File: src/rtl/instruction_loader_if.sv
// Loader-side bus: start/byte stream in, memory load port and status out.
interface instruction_loader_if #(
  parameter int DATA_WIDTH = 32,
  parameter int BYTE_WIDTH = 8
);
  logic                  i_start;
  logic [BYTE_WIDTH-1:0] i_rx_data;
  logic                  i_rx_valid;
  logic [DATA_WIDTH-1:0] o_instruccion;
  logic [DATA_WIDTH-1:0] o_address;
  logic                  o_loading;
  logic                  o_done;
  logic                  o_overflow;
  logic [DATA_WIDTH-1:0] o_word_count;

  // Controller / UART side drives the byte stream and start pulse.
  modport master (
    output i_start, i_rx_data, i_rx_valid,
    input  o_instruccion, o_address, o_loading, o_done, o_overflow, o_word_count
  );

  // Loader side.
  modport slave (
    input  i_start, i_rx_data, i_rx_valid,
    output o_instruccion, o_address, o_loading, o_done, o_overflow, o_word_count
  );
endinterface

File: src/rtl/instruction_loader.sv
// Instruction loader: packs MSB-first UART bytes into words and writes them
// to instruction memory until a HALT word is written or memory is full.
module instruction_loader #(
  parameter int DATA_WIDTH = 32,
  parameter int BYTE_WIDTH = 8,
  parameter int SIZEOP     = 6,
  parameter int MEM_DEPTH  = 32
) (
  input  logic                 i_clock,
  input  logic                 i_reset,
  instruction_loader_if.slave  bus
);
  localparam int BYTES = DATA_WIDTH / BYTE_WIDTH;
  localparam int BCW   = (BYTES > 1) ? $clog2(BYTES) : 1;
  localparam int SHW   = DATA_WIDTH - BYTE_WIDTH;
  localparam logic [DATA_WIDTH-1:0] LAST_ADDR = DATA_WIDTH'(MEM_DEPTH - 1);
  localparam logic [BCW-1:0]        LAST_BYTE = BCW'(BYTES - 1);

  typedef enum logic [1:0] {IDLE, RECEIVE, WRITE, DONE} state_t;

  state_t                r_state;
  logic [SHW-1:0]        r_shift;      // first BYTES-1 bytes of the word in flight
  logic [BCW-1:0]        r_bcnt;
  logic [DATA_WIDTH-1:0] r_addr;
  logic [DATA_WIDTH-1:0] r_instr;
  logic [DATA_WIDTH-1:0] r_word_count;
  logic                  r_loading;
  logic                  r_done;
  logic                  r_overflow;

  logic [DATA_WIDTH-1:0] w_word;
  logic                  w_halt;
  logic                  w_last;

  assign w_word = {r_shift, bus.i_rx_data};
  assign w_halt = &r_instr[DATA_WIDTH-1 -: SIZEOP];
  assign w_last = (r_addr == LAST_ADDR);

  // Loader FSM; every output is a register updated here.
  always_ff @(posedge i_clock or negedge i_reset) begin
    if (!i_reset) begin
      r_state      <= IDLE;
      r_shift      <= '0;
      r_bcnt       <= '0;
      r_addr       <= '0;
      r_instr      <= '0;
      r_word_count <= '0;
      r_loading    <= 1'b0;
      r_done       <= 1'b0;
      r_overflow   <= 1'b0;
    end else begin
      case (r_state)
        IDLE, DONE: begin
          // A new session restarts from address 0; o_instruccion keeps the last word.
          if (bus.i_start) begin
            r_state      <= RECEIVE;
            r_addr       <= '0;
            r_bcnt       <= '0;
            r_word_count <= '0;
            r_overflow   <= 1'b0;
            r_done       <= 1'b0;
          end
        end
        RECEIVE: begin
          if (bus.i_rx_valid) begin
            r_shift <= w_word[SHW-1:0];
            r_bcnt  <= r_bcnt + 1'b1;
            if (r_bcnt == LAST_BYTE) begin
              r_state   <= WRITE;
              r_loading <= 1'b1;
              r_instr   <= w_word;
            end
          end
        end
        WRITE: begin
          // Single-cycle strobe; HALT beats the full-memory check.
          r_loading    <= 1'b0;
          r_word_count <= r_word_count + 1'b1;
          if (w_halt) begin
            r_state    <= DONE;
            r_done     <= 1'b1;
            r_overflow <= 1'b0;
          end else if (w_last) begin
            r_state    <= DONE;
            r_done     <= 1'b1;
            r_overflow <= 1'b1;
          end else begin
            r_state <= RECEIVE;
            r_addr  <= r_addr + 1'b1;
            // A byte landing on the strobe cycle opens the next word.
            if (bus.i_rx_valid) begin
              r_shift <= w_word[SHW-1:0];
              r_bcnt  <= BCW'(1);
            end
          end
        end
        default: r_state <= IDLE;
      endcase
    end
  end

  assign bus.o_instruccion = r_instr;
  assign bus.o_address     = r_addr;
  assign bus.o_loading     = r_loading;
  assign bus.o_done        = r_done;
  assign bus.o_overflow    = r_overflow;
  assign bus.o_word_count  = r_word_count;
endmodule

File: src/flat_wrapper.sv
// flat-port wrapper written by rule: the top's interface ports become plain ports
module instruction_loader_flat 
#(
  parameter int DATA_WIDTH = 32,
  parameter int BYTE_WIDTH = 8,
  parameter int SIZEOP     = 6,
  parameter int MEM_DEPTH  = 32
)
  (i_clock, i_reset, bus_i_start, bus_i_rx_data, bus_i_rx_valid, bus_o_instruccion, bus_o_address, bus_o_loading, bus_o_done, bus_o_overflow, bus_o_word_count);
  instruction_loader_if #(.DATA_WIDTH(DATA_WIDTH), .BYTE_WIDTH(BYTE_WIDTH)) bus_i ();
  input  logic i_clock;
  input  logic i_reset;
  input wire logic [$bits(bus_i.i_start)-1:0] bus_i_start;
  input wire logic [$bits(bus_i.i_rx_data)-1:0] bus_i_rx_data;
  input wire logic [$bits(bus_i.i_rx_valid)-1:0] bus_i_rx_valid;
  output wire logic [$bits(bus_i.o_instruccion)-1:0] bus_o_instruccion;
  output wire logic [$bits(bus_i.o_address)-1:0] bus_o_address;
  output wire logic [$bits(bus_i.o_loading)-1:0] bus_o_loading;
  output wire logic [$bits(bus_i.o_done)-1:0] bus_o_done;
  output wire logic [$bits(bus_i.o_overflow)-1:0] bus_o_overflow;
  output wire logic [$bits(bus_i.o_word_count)-1:0] bus_o_word_count;
  assign bus_i.i_start = bus_i_start;
  assign bus_i.i_rx_data = bus_i_rx_data;
  assign bus_i.i_rx_valid = bus_i_rx_valid;
  assign bus_o_instruccion = bus_i.o_instruccion;
  assign bus_o_address = bus_i.o_address;
  assign bus_o_loading = bus_i.o_loading;
  assign bus_o_done = bus_i.o_done;
  assign bus_o_overflow = bus_i.o_overflow;
  assign bus_o_word_count = bus_i.o_word_count;
  instruction_loader #(.DATA_WIDTH(DATA_WIDTH), .BYTE_WIDTH(BYTE_WIDTH), .SIZEOP(SIZEOP), .MEM_DEPTH(MEM_DEPTH)) u_core (.i_clock(i_clock), .i_reset(i_reset), .bus(bus_i));
endmodule
File: config.mk
export PLATFORM = sky130hd
export DESIGN_NAME = instruction_loader_flat
export DESIGN_NICKNAME = d
export VERILOG_FILES = /design/src/rtl/instruction_loader_if.sv /design/src/rtl/instruction_loader.sv /design/src/flat_wrapper.sv
export SDC_FILE = /design/constraint.sdc
export NUM_CORES = 1
export LEC_CHECK = 0
export BUFFER_PORTS_ARGS = -buffer_cell sky130_fd_sc_hd__buf_2
export CAP_MARGIN = 5
export CORE_ASPECT_RATIO = 0.5
export CORE_MARGIN = 1.5
export CORE_UTILIZATION = 60
export CTS_CLUSTER_DIAMETER = 150
export DETAILED_ROUTE_END_ITERATION = 6
export GPL_TIMING_DRIVEN = 1
export HOLD_SLACK_MARGIN = 0.03
export PLACE_DENSITY = 0.82
export SLEW_MARGIN = 20
export SYNTH_ARGS = -nofsm -noshare
export SYNTH_HDL_FRONTEND = slang
export SYNTH_SLANG_ARGS = --single-unit
File: constraint.sdc
create_clock -name i_clock -period 4.8 [get_ports i_clock]
set_input_delay 0.72 -clock i_clock [delete_from_list [all_inputs] [get_ports i_clock]]
set_output_delay 0.72 -clock i_clock [all_outputs]
set_load 0.02 [all_outputs]
==> results.ini <==
[global_route]
grt_max_degree=44
grt_pass1_vias=4935
overflow=0
grtUsageTotal_pct=29.2
antenna_found_initial=0
grt_pass1_wl_mm=24.9

[layout]
utilization_pct=76.8
drive_above_1_share_pct=31.0
syn2layout_area_growth_pct=20.8
diodes=0
layout.nets=721

[cts]
cts_max_level=4
cts_resized=0
cts_sinks=127
clk_latency_ps=420
post_cts.repair.setup_buffers=0
hold_buffers=0
cts_max_path_buffers=2
clkTransAtPathRegs_ps=60
numCtsBuffers=17
cts_tree=built
clock_tree.root_cell=clkbuf_16

[logic_synthesis]
synthCells=598
yosys_warnings=0
synth-seq-area-share_pct=51.4
ys_ff_latch=127
synth.distinct_cells=56
synth.largest_area_cell=dfrtp_1
synthFlopType=dfrtp_1
syn_area_per_cell_sq_um=10.3
synth_edf_count=0
ys_top_cells_by_area=dfrtp_1, mux2_2, nand2_1, nand3_1, nor2_1
syn_nets=616
netlist_area_sq_um=6190
synth-async-reset-ratio_pct=100
yosysTopAreaCellShare_pct=51.4

[worst_setup_path]
critPathBufInv=1
worstPathRequired_ps=5140
critPathArrivalTime_ps=3290
rr_worst_depth=7
cpPeakStageDelay_ps=610
critPathSlowestCell=ha_1
cp.depth=7
startpoint=u_core.r_state[0]
cp-start-kind=flop
reg2reg_setup_slack_ps=1840
timing.rr.start=u_core.r_state[0]
critical_path.cell_chain=inv_1 > ha_1 > mux2_2 > nand4_1 > nor3_1 > nand4b_1 > a21oi_1
crit_type=reg -> reg
cpLargestDelayFamily=simple AND/OR/NAND/NOR gates
critical_path.max_fanout=24
r2r-end=u_core.bus.o_word_count[29]
endpoint=u_core.bus.o_word_count[29]
endpoint_kind=flop

[sta]
rsz0062_at_grt=false
finalSetupViolCount=0
max_slew.worst_pin.slew_ps=1080
hold_viol=0
fmax_ghz=0.338
worst_slack_ps=1840
finalCritPeriodShare_pct=61.6
slew-limit-headroom_pct=28.0
fin_skew_ps=10.2
tns_ps=0
drv_slew=0
period_needed_ps=2960

[hold_path]
hold_path.class=in -> async

[detailed_routing]
drt_iter0_drc=379
routed_wl_mm=15.0
viasPerCell=6.17
first_pass_iters=5
wire_per_inst_microns=17.6
via_count=5250
antenna_left=0
drc=0

[floorplanning]
core_area_sq_um=9730
die_x_microns=147
pin_count=111
rows=25
dieArea_sq_um=11000
die_y_microns=74.8
start_util_pct=63.6

[placed_design]
port_buffers=110
place_ws_ps=1920
place_congestion=0.854
dp_hpwl_mm=9.80

[power]
p_leak_nw=3.36
power.density_nw_per_um2=523
power_mw=3.91
vdd_drop_max_mv=0.536

[outcome]
outcome=completed

[job]
max_cap_violations=0

flip-flops by register name, indices dropped and copies added (netlist names):
name	count
u_core.bus.o_address	32
u_core.bus.o_done	1
u_core.bus.o_instruccion	32
u_core.bus.o_loading	1
u_core.bus.o_overflow	1
u_core.bus.o_word_count	32
u_core.r_bcnt	2
u_core.r_shift	24
u_core.r_state	2
logic make-up after synthesis:
logic type,count (synthesis),share of synthesized area (%)
AND/OR/NAND/NOR,238,20.0
AO/OA/AOI/OAI,101,10.9
adder cells (fa/ha/maj),6,1.21
buffers and inverters,47,2.93
XOR/XNOR,18,2.55
multiplexers,61,11.1
flip-flops,127,51.4
where the power goes:
| part | internal [mW] | switching (mW) |
|---|---|---|
| sequential | 1.33 | 0.181 |
| clock | 0.823 | 0.516 |
| combinational | 0.437 | 0.617 |
synth_stat cells, drive strengths merged (2+ instances only):
library cell and instances:
and4 4, nor4 17, xnor2 9, nor3 31, o21a 2, nor2 46, o211a 2, inv 16
mux2i 2, o311ai 4, or2 2, dfrtp 127, a21oi 29, buf 5, a221o 5, xor2 9
a31oi 10, o211ai 10, a211oi 6, or3 12, nand3 35, nand4b 4, o21ai 19, nand2 47
a2bb2oi 2, and3 8, ha 6, mux2 59, or4 4, a41oi 3, clkbuf 26, nand4 21
worst min-delay path by stage:
stage	end	start	cells past startpoint
floorplan	u_core.bus.o_address[0]	i_reset	0
global placement	u_core.bus.o_instruccion[13]	u_core.bus.o_instruccion[13]	1
detailed placement	u_core.bus.o_instruccion[0]	u_core.bus.o_instruccion[0]	1
CTS	u_core.bus.o_word_count[22]	i_reset	1
global route	u_core.bus.o_word_count[22]	i_reset	1
finish	u_core.bus.o_word_count[22]	i_reset	1
placed cells by master (no fill, tap or decap), types with 4 or more instances in the layout:
cell,Yosys,layout
dfrtp_1,127,127
buf_2,4,109
mux2_2,59,59
nand2_1,47,47
nor2_1,46,45
nand3_1,35,35
nor3_1,31,31
a21oi_1,29,29
nand4_1,20,20
o21ai_0,19,19
nor4_1,17,17
clkbuf_16,0,17
inv_1,16,16
or3_1,11,11
a31oi_1,10,10
o211ai_1,10,10
xnor2_1,9,9
xor2_1,9,9
buf_4,0,8
and3_1,7,7
ha_1,6,6
a211oi_1,5,5
a221o_1,4,4
o311ai_0,4,4
nand4b_1,4,4
inv_6,0,4
final cells by class:
cell class	count	area (sq um)
sequential	127	3180
multi-input combinational	424	2850
fill	653	2260
timing repair buffer	117	606
clock buffer	17	425
clock inverter	15	184
tap	135	169
inverter	16	60.1
per-layer routing:
metal / global-route usage, % / vias up / routed length (microns)
met5: 0 / - / 0
met4: 10.3 / 0 / 184
met3: 7.64 / 20 / 1020
met2: 50.6 / 199 / 7420
met1: 36.5 / 2590 / 6390
li1: - / 2441 / -
stage by stage:
step	instance area [sq um]	hold WS [ps]	instances
final	7470	288	851
after global routing	7470	323	851
after CTS	7470	305	851
after detailed placement	6860	490	819
after global placement	6860	483	819
after floorplan	6190	424	598
Note: power is estimated with default switching activity, not from simulation.
